## src/rtl/uart_rx_pkg.sv

```systemverilog
// Shared UART receive definitions: frame state codes and the data-bit count helper.
package uart_rx_pkg;

   typedef enum logic [3:0] {
      RX_IDLE       = 4'd0,
      RX_START_BIT  = 4'd1,
      RX_DATA_BIT_0 = 4'd2,
      RX_DATA_BIT_1 = 4'd3,
      RX_DATA_BIT_2 = 4'd4,
      RX_DATA_BIT_3 = 4'd5,
      RX_DATA_BIT_4 = 4'd6,
      RX_DATA_BIT_5 = 4'd7,
      RX_DATA_BIT_6 = 4'd8,
      RX_DATA_BIT_7 = 4'd9,
      RX_PARITY_BIT = 4'd10,
      RX_STOP_BIT   = 4'd11
   } rx_state_t;

   // State code of the last data bit: once its sample is taken, all bits are received.
   function automatic logic [3:0] all_bits_received(input int data_width);
      return 4'(int'(RX_DATA_BIT_0) + data_width - 1);
   endfunction

endpackage

```

## src/rtl/uart_rx_sequencer_if.sv

```systemverilog
// Receive-side word handshake between the UART sequencer and its consumer.
interface uart_rx_sequencer_if #(
   parameter int DATA_WIDTH = 8
);
   logic [DATA_WIDTH-1:0] rx_data;
   logic                  rx_valid;
   logic                  rx_ready;
   logic                  parity_error;
   logic                  framing_error;
   logic                  overrun_error;

   modport master (
      output rx_data, rx_valid, parity_error, framing_error, overrun_error,
      input  rx_ready
   );

   modport slave (
      input  rx_data, rx_valid, parity_error, framing_error, overrun_error,
      output rx_ready
   );
endinterface

```

## src/rtl/uart_rx_oversample_counter.sv

```systemverilog
// Oversample counter and mid-bit sampling strobe for the UART receiver.
module uart_rx_oversample_counter
   import uart_rx_pkg::*;
#(
   parameter int OVERSAMPLE = 16
) (
   input  logic      clk,
   input  logic      reset,
   input  logic      baud_tick,
   input  logic      serial_in_synced,
   input  rx_state_t state,
   output logic      sampling_strobe
);

   localparam int             CW   = $clog2(OVERSAMPLE);
   localparam logic [CW-1:0]  MID  = CW'(OVERSAMPLE / 2 - 1);
   localparam logic [CW-1:0]  LAST = CW'(OVERSAMPLE - 1);

   logic [CW-1:0] count;

   // Restart the bit timebase on a falling line seen in idle, otherwise count baud ticks.
   always_ff @(posedge clk) begin
      if (reset) begin
         count <= '0;
      end else if (state == RX_IDLE && !serial_in_synced) begin
         count <= '0;
      end else if (baud_tick) begin
         count <= (count == LAST) ? '0 : count + 1'b1;
      end
   end

   // Mid-bit strobe; suppressed in idle so a stray count match never samples.
   always_comb begin
      sampling_strobe = !reset && baud_tick && (count == MID) && (state != RX_IDLE);
   end

endmodule

```

## src/rtl/uart_rx_sequencer.sv

```systemverilog
// UART receive frame sequencer: frame FSM, data shift register and one-word output buffer.
module uart_rx_sequencer
   import uart_rx_pkg::*;
#(
   parameter int INPUT_DATA_WIDTH = 8,
   parameter int PARITY_ENABLED   = 1,
   parameter int PARITY_ODD       = 0,
   parameter int OVERSAMPLE       = 16
) (
   input  logic                 clk,
   input  logic                 reset,
   input  logic                 baud_tick,
   input  logic                 serial_in_synced,
   input  logic                 start_detected,
   output logic [3:0]           state,
   output logic                 sampling_strobe,
   uart_rx_sequencer_if.master  rx_bus
);

   localparam logic [3:0] LAST_DATA = all_bits_received(INPUT_DATA_WIDTH);

   rx_state_t                   state_q;
   rx_state_t                   state_d;
   logic                        shift_en;
   logic                        parity_en;
   logic                        frame_done;
   logic [INPUT_DATA_WIDTH-1:0] shift_reg;
   logic                        parity_flag;
   logic [INPUT_DATA_WIDTH-1:0] data_q;
   logic                        valid_q;
   logic                        perr_q;
   logic                        ferr_q;
   logic                        overrun_q;

   uart_rx_oversample_counter #(
      .OVERSAMPLE(OVERSAMPLE)
   ) u_counter (
      .clk              (clk),
      .reset            (reset),
      .baud_tick        (baud_tick),
      .serial_in_synced (serial_in_synced),
      .state            (state_q),
      .sampling_strobe  (sampling_strobe)
   );

   // Frame state register.
   always_ff @(posedge clk) begin
      if (reset) begin
         state_q <= RX_IDLE;
      end else begin
         state_q <= state_d;
      end
   end

   // Next-state and per-bit datapath enables; every transition after idle waits for the mid-bit strobe.
   always_comb begin
      state_d    = state_q;
      shift_en   = 1'b0;
      parity_en  = 1'b0;
      frame_done = 1'b0;
      case (state_q)
         RX_IDLE: begin
            if (!serial_in_synced) begin
               state_d = RX_START_BIT;
            end
         end
         RX_START_BIT: begin
            if (sampling_strobe) begin
               state_d = (!serial_in_synced && start_detected) ? RX_DATA_BIT_0 : RX_IDLE;
            end
         end
         RX_DATA_BIT_0, RX_DATA_BIT_1, RX_DATA_BIT_2, RX_DATA_BIT_3,
         RX_DATA_BIT_4, RX_DATA_BIT_5, RX_DATA_BIT_6, RX_DATA_BIT_7: begin
            if (sampling_strobe) begin
               shift_en = 1'b1;
               if (state_q == LAST_DATA) begin
                  state_d = (PARITY_ENABLED != 0) ? RX_PARITY_BIT : RX_STOP_BIT;
               end else begin
                  state_d = rx_state_t'(state_q + 4'd1);
               end
            end
         end
         RX_PARITY_BIT: begin
            if (sampling_strobe) begin
               parity_en = 1'b1;
               state_d   = RX_STOP_BIT;
            end
         end
         RX_STOP_BIT: begin
            if (sampling_strobe) begin
               frame_done = 1'b1;
               state_d    = RX_IDLE;
            end
         end
         default: begin
            state_d = RX_IDLE;
         end
      endcase
   end

   // Shift data in LSB-first and evaluate parity against the received word.
   always_ff @(posedge clk) begin
      if (reset) begin
         shift_reg   <= '0;
         parity_flag <= 1'b0;
      end else begin
         if (state_q == RX_START_BIT) begin
            parity_flag <= 1'b0;
         end
         if (shift_en) begin
            shift_reg <= {serial_in_synced, shift_reg[INPUT_DATA_WIDTH-1:1]};
         end
         if (parity_en) begin
            parity_flag <= (^shift_reg) ^ serial_in_synced ^ 1'(PARITY_ODD);
         end
      end
   end

   // Output buffer: load a finished frame when the slot is free or being drained, else flag overrun.
   always_ff @(posedge clk) begin
      if (reset) begin
         data_q    <= '0;
         valid_q   <= 1'b0;
         perr_q    <= 1'b0;
         ferr_q    <= 1'b0;
         overrun_q <= 1'b0;
      end else begin
         overrun_q <= 1'b0;
         if (frame_done) begin
            if (!valid_q || rx_bus.rx_ready) begin
               data_q  <= shift_reg;
               perr_q  <= parity_flag;
               ferr_q  <= !serial_in_synced;
               valid_q <= 1'b1;
            end else begin
               overrun_q <= 1'b1;
            end
         end else if (valid_q && rx_bus.rx_ready) begin
            valid_q <= 1'b0;
         end
      end
   end

   assign state                = state_q;
   assign rx_bus.rx_data       = data_q;
   assign rx_bus.rx_valid      = valid_q;
   assign rx_bus.parity_error  = perr_q;
   assign rx_bus.framing_error = ferr_q;
   assign rx_bus.overrun_error = overrun_q;

endmodule

```

## src/flat_wrapper.sv

```systemverilog
// flat-port wrapper written by rule: the top's interface ports become plain ports
module uart_rx_sequencer_flat import uart_rx_pkg::*;
#(
   parameter int INPUT_DATA_WIDTH = 8,
   parameter int PARITY_ENABLED   = 1,
   parameter int PARITY_ODD       = 0,
   parameter int OVERSAMPLE       = 16
)
  (clk, reset, baud_tick, serial_in_synced, start_detected, state, sampling_strobe, rx_bus_rx_data, rx_bus_rx_valid, rx_bus_parity_error, rx_bus_framing_error, rx_bus_overrun_error, rx_bus_rx_ready);
  uart_rx_sequencer_if #(.DATA_WIDTH((8))) rx_bus_i ();
  input  logic clk;
  input  logic reset;
  input  logic baud_tick;
  input  logic serial_in_synced;
  input  logic start_detected;
  output logic [3:0] state;
  output logic sampling_strobe;
  output wire logic [$bits(rx_bus_i.rx_data)-1:0] rx_bus_rx_data;
  output wire logic [$bits(rx_bus_i.rx_valid)-1:0] rx_bus_rx_valid;
  output wire logic [$bits(rx_bus_i.parity_error)-1:0] rx_bus_parity_error;
  output wire logic [$bits(rx_bus_i.framing_error)-1:0] rx_bus_framing_error;
  output wire logic [$bits(rx_bus_i.overrun_error)-1:0] rx_bus_overrun_error;
  input wire logic [$bits(rx_bus_i.rx_ready)-1:0] rx_bus_rx_ready;
  assign rx_bus_rx_data = rx_bus_i.rx_data;
  assign rx_bus_rx_valid = rx_bus_i.rx_valid;
  assign rx_bus_parity_error = rx_bus_i.parity_error;
  assign rx_bus_framing_error = rx_bus_i.framing_error;
  assign rx_bus_overrun_error = rx_bus_i.overrun_error;
  assign rx_bus_i.rx_ready = rx_bus_rx_ready;
  uart_rx_sequencer #(.INPUT_DATA_WIDTH(INPUT_DATA_WIDTH), .PARITY_ENABLED(PARITY_ENABLED), .PARITY_ODD(PARITY_ODD), .OVERSAMPLE(OVERSAMPLE)) u_core (.clk(clk), .reset(reset), .baud_tick(baud_tick), .serial_in_synced(serial_in_synced), .start_detected(start_detected), .state(state), .sampling_strobe(sampling_strobe), .rx_bus(rx_bus_i));
endmodule
```

## config.mk

```make
export PLATFORM = sky130hd
export DESIGN_NAME = uart_rx_sequencer_flat
export DESIGN_NICKNAME = d
export VERILOG_FILES = /design/src/rtl/uart_rx_pkg.sv /design/src/rtl/uart_rx_sequencer_if.sv /design/src/rtl/uart_rx_oversample_counter.sv /design/src/rtl/uart_rx_sequencer.sv /design/src/flat_wrapper.sv
export SDC_FILE = /design/constraint.sdc
export NUM_CORES = 1
export LEC_CHECK = 0
export ABC_AREA = 0
export CAP_MARGIN = 20
export CORE_ASPECT_RATIO = 1.25
export CORE_MARGIN = 1
export CORE_UTILIZATION = 46
export DETAILED_ROUTE_END_ITERATION = 12
export MAX_ROUTING_LAYER = met4
export PLACE_DENSITY = 0.72
export SLEW_MARGIN = 20
export SYNTH_ARGS = -nofsm -noshare
export SYNTH_HDL_FRONTEND = slang
export SYNTH_SLANG_ARGS = --single-unit
```

## constraint.sdc

```tcl
create_clock -name clk -period 2.1 [get_ports clk]
set_clock_uncertainty 0.05 [all_clocks]
set_input_delay 0.525 -clock clk [delete_from_list [all_inputs] [get_ports clk]]
set_output_delay 0.525 -clock clk [all_outputs]
set_load 0.01 [all_outputs]
```

## Yosys cells after proc, flatten, opt, wreduce, memory -nomap -nowiden

Cells that the tools add are included.

| word-level totals | value |
|---|---|
| bits in registers | 29 |
| bits in latches | 0 |
| bits in writable memories | 0 |
| memory bits (read-only) | 0 |
| input bits | 6 |
| word-level logic and storage cells | 72 |
| memories | 0 |

| cells by class | value |
|---|---|
| $add $sub $neg | 2 |
| multiply operators | 0 |
| div/mod/pow operators | 0 |
| $lt $le $gt $ge | 0 |
| equal/unequal tests | 19 |
| shifts and indexed selects | 0 |
| multiplexer cells | 19 |
| bitwise logic cells | 2 |
| reduce and logical (&&, ||, !) cells | 21 |

Operators with widths:

| kind | count |
|---|---|
| 4-bit two-way mux | 7 |
| 4-bit by 3-bit equality test with 1-bit output, second input constant | 5 |
| 4-bit equality test, second input constant | 5 |
| 4-bit case mux with 5 select lines | 1 |
| 2-bit inequality test, second input constant | 6 |
| 1-bit two-way mux | 10 |
| 4-bit by 1-bit adder with 4-bit output, second input constant | 2 |
| 4-bit by 2-bit equality test with 1-bit output, second input constant | 2 |
| 8-bit OR reduction | 1 |
| 8-bit parity | 1 |
| 1-bit logical AND | 6 |
| 5-bit AND reduction | 1 |
| 4-bit by 1-bit equality test with 1-bit output, second input constant | 1 |
| 4-bit zero test | 1 |
| 2-bit AND reduction | 2 |
| 2-bit nonzero test | 2 |
| 4-bit nonzero test | 1 |
| 2-bit OR reduction | 2 |
| 1-bit zero test | 3 |
| 2-bit two-way mux | 1 |
| 1-bit logical OR | 1 |
| 1-bit NOT | 1 |
| 1-bit bitwise XOR | 1 |

## Logic depth before layout (Yosys ltp)

| depth | value |
|---|---|
| word-level depth | 8 |
| gate-level depth with buffers | 8 |
| mapped depth without buffers | 7 |

## By module

A second synthesis with hierarchy kept.

| second synthesis, totals | value |
|---|---|
| cells, all modules | 160 |
| area total of the unflattened synthesis | 1,531.5 um^2 |

Modules (own cells, without submodules):

| module | times used | cells each | area each (um^2) | sequential area each (um^2) |
|---|---|---|---|---|
| uart_rx_sequencer | 1 | 135 | 1,313.8 | 500.5 |
| uart_rx_oversample_counter | 1 | 25 | 217.7 | 80.1 |

## Worst setup path before layout

No wires, ideal clock.

| timing | value |
|---|---|
| kind | register -> register |
| start | register u_core.state_q[1] (netlist: u_core.state[1]) |
| end | register u_core.state_q[3] (netlist: u_core.state[3]) |
| library setup time | 117 ps |
| arrival | 1,718 ps |
| path slack | 215 ps |
| stages on the path, launching flop included | 9 |
| buffers on the path | 1 |
| cells stage by stage | dfxtp_1 -> inv_1 -> ha_1 -> buf_2 -> nor3_1 -> a21oi_2 -> o221ai_2 -> o22ai_1 -> a32o_1 |

| on the way | value |
|---|---|
| word-level cells in the longest chain between the ends | 4 |
| elaborated cells on any way between the ends | 25 |
| those cells by class | 1 x add/sub; 16 x eq/ne; 3 x mux; 5 x reduce/logical |

RTL lines:

| element | RTL line | source |
|---|---|---|
| start: declaration | uart_rx_sequencer.sv:22 | `rx_state_t state_q;` |
| start signal: assignment | uart_rx_sequencer.sv:51 | `state_q <= state_d;` |
| 4-bit by 1-bit adder with 4-bit output (tied with other cells) | uart_rx_sequencer.sv:79 | `state_d = rx_state_t'(state_q + 4'd1);` |
| 4-bit two-way mux (tied with other cells) | uart_rx_sequencer.sv:76 | `if (state_q == LAST_DATA) begin` |
| 4-bit two-way mux or 2-bit inequality test (tied branches) | - |  |
| 4-bit case mux with 5 select lines or 5-bit AND reduction (tied branches) | - |  |

Several ways; a longest one is shown, not always the timed one. The select of a mux whose other input is x is not followed.
A chain may end at the register's enable or synchronous reset.

## Final worst setup path

| timing | value |
|---|---|
| start | input baud_tick |
| end | output sampling_strobe |

| on the way | value |
|---|---|
| word-level cells in the longest chain between the ends | 3 |

RTL lines:

| element | RTL line | source |
|---|---|---|
| start: declaration | flat_wrapper.sv:13 | `input logic baud_tick;` |
| 1-bit logical AND (3 in series) | uart_rx_oversample_counter.sv:34 | `sampling_strobe = !reset && baud_tick && (count == MID) && (state != RX_IDLE);` |
| end: declaration | flat_wrapper.sv:17 | `output logic sampling_strobe;` |

No other way between the ends.

==> flow_metrics.py <==
metrics = {
    "timing": {
        "fmax_ghz": 0.492,
        "finalCritPeriodShare": 0.967,
        "min_period_ps": 2030,
        "setup_viol": 0,
        "setup_tns_ps": 0,
        "rsz0062_at_grt": "false",
        "hold_viol": 0,
        "finalMaxSlewViolations": 0,
        "slew_headroom": 0.792,
        "worst_pin_slew_ps": 312,
        "fin_ws_ps": 68.4,
    },
    "power": {
        "total_power_mw": 1.40,
        "cellPowerDensity_nw_per_um2": 730,
        "peakVddDrop_mv": 0.380,
        "p_leak_nw": 0.814,
    },
    "critical_path": {
        "required_ps": 1520,
        "endpoint_kind": "output pin",
        "r2r_slack_ps": 180,
        "critPathKind": "input port to output pin",
        "critical_path.max_fanout": 2,
        "rr_endpoint": "u_core.shift_reg[4]$_SDFFE_PP0P_",
        "worstSetupStartpointType": "input port",
        "critPathArrivalTime_ps": 1460,
        "reg2reg_from": "u_core.state[1]$_SDFFE_PP0P_",
        "worstRegToRegCells": 7,
    },
    "detailed_routing": {
        "drtIter0Drc": 15,
        "drt-total-wl_um": 3270,
        "wl_per_cell_um": 13.9,
        "wl_met2_um": 1740,
        "dr_wl_met3_um": 169,
        "antenna_left": 0,
        "vias": 1301,
        "dr.pass1.iters": 4,
        "vias_per_cell": 5.54,
        "drt-met1-wl_um": 1320,
        "drc": 0,
        "top_layer": "met4",
    },
    "global_route": {
        "grt_max_degree": 24,
        "grt_usage": 0.234,
        "grt.overflow.total": 0,
        "grt_pass1_vias": 1356,
        "antenna_found_initial": 0,
        "grt_pass1_wl_um": 5810,
    },
    "cts": {
        "root_buffer": "clkbuf_4",
        "cts_buffers": 5,
        "clock_path_buffers": 2,
        "clkTransAtPathRegs_ps": 90,
        "insertion_delay_ps": 320,
        "cts_tree": "yes",
        "htreeDepth": 2,
        "clock_sinks": 29,
    },
    "floorplanning": {
        "die_y_um": 65.3,
        "start_util": 0.491,
        "core_um2": 3000,
        "die-width_um": 52.6,
        "core.rowCount": 22,
        "ioPinCount": 23,
        "dieArea_um2": 3440,
    },
    "finish": {
        "drive_gt1_frac": 0.211,
        "syn_to_final_growth_pct": 30.4,
        "nets": 210,
        "antenna_cells": 0,
        "fill_cells": 282,
        "final_util": 0.641,
    },
    "place": {
        "dp_hpwl_um": 2420,
        "place_congestion": 0.938,
        "dp_slack_ps": -423,
        "portBuffers": 22,
    },
    "logic_synthesis": {
        "synthesis.area_um2": 1470,
        "synth_top_cell_by_area": "dfxtp_1",
        "mappedNetlistNets": 167,
        "ys_seq_elements": 29,
        "async_flop_share": 0,
        "ys_types": 46,
        "synth_top_area_share": 0.394,
        "synth_edf_count": 0,
        "synth_common_cells": "dfxtp_1 (29), nor2_1 (25), mux2i_1 (18), a21oi_1 (7), inv_1 (6)",
        "synth.area.top_cells": "dfxtp_1 (39%), mux2i_1 (12%), nor2_1 (6.4%)",
        "ys.flop_type": "dfxtp_1",
        "yosysMostFrequentCell": "dfxtp_1",
        "seq_area_frac_synth": 0.394,
        "syn_inst": 156,
        "yosysWarnings": 0,
        "avgSynthCellArea_um2": 9.45,
    },
    "worst_hold_path": {
        "hold_depth": 2,
        "hold_path.class": "flip-flop to flip-flop",
        "whs_endpoint": "u_core.parity_flag$_SDFFE_PP0P_",
        "min_from": "u_core.parity_flag$_SDFFE_PP0P_",
    },
    "status": {
        "status": "finished, final reports clean",
    },
    "flow_run": {
        "cap_violations": 0,
    },
}
-- report_power, final --
part           internal, mW  switching, mW
Combinational         0.209          0.267
Clock                 0.158          0.178
Sequential            0.573         0.0192
-- layer usage --
metal  vias up  GRT usage
met2        40      0.394
met4         0      0.115
met3         4     0.0648
met5         -          -
met1       622      0.245
li1        635          -
-- worst max path at each step --
stage | to | cells past startpoint | from
after floorplan | u_core.state[3]$_SDFFE_PP0P_ | 8 | u_core.state[1]$_SDFFE_PP0P_
after global placement | sampling_strobe | 5 | reset
after detailed placement | sampling_strobe | 5 | reset
after CTS | u_core.state[3]$_SDFFE_PP0P_ | 7 | u_core.state[1]$_SDFFE_PP0P_
after global routing | sampling_strobe | 5 | baud_tick
final | sampling_strobe | 5 | baud_tick
-- cell families after synthesis --
group / synth area share
simple gates: 0.183
fa+ha+maj: 0.0424
compound gates: 0.159
flops: 0.394
buf+inv: 0.0433
mux: 0.122
xor+xnor: 0.0569
-- layout by cell type (no fill, tap or decap), types with 4 or more instances in the layout --
cell type | Yosys | routed
a21oi_1 | 7 | 7
nor2_1 | 25 | 25
nand2_1 | 4 | 4
nand3_1 | 5 | 5
buf_4 | 0 | 19
ha_1 | 5 | 5
clkdlybuf4s50_1 | 0 | 20
mux2i_1 | 18 | 18
clkbuf_4 | 0 | 5
inv_1 | 6 | 6
xnor2_1 | 5 | 5
dfxtp_1 | 29 | 28
-- critical path, cell delays in order --
cell and delay, ps:
clkdlybuf4s50_1 480, and2_4 150, nand2_2 50, a21oi_1 110, buf_2 140
-- cell type report --
type	instances	area (µm²)	share of cell area
flip-flops and latches	29	582	0.303
repair buffers	42	377	0.196
clock buffers	7	55.1	0.0286
multi-input cells	114	837	0.436
inverters	7	26.3	0.0137
well taps	36	45.0	0.0234
-- stage by stage --
stage | hold WS, ps | instances | cell area, µm²
floorplan | 398 | 156 | 1470
global placement | 427 | 228 | 1860
detailed placement | 427 | 228 | 1860
CTS | 440 | 235 | 1920
global route | 459 | 235 | 1920
finish | 434 | 235 | 1920
-- what timing repair did --
item / 4_1_cts / 5_1_grt
cloned: 0 / 0
gates resized for setup: 6 / 2
buffers inserted: 0 / 0
hold buffers: 0 / 0
setup endpoints to repair: 1 / 10
endpoints found under the hold margin: 0 / 0
pin swaps: 1 / 0
No activity file was read; power rests on OpenSTA's default activity.
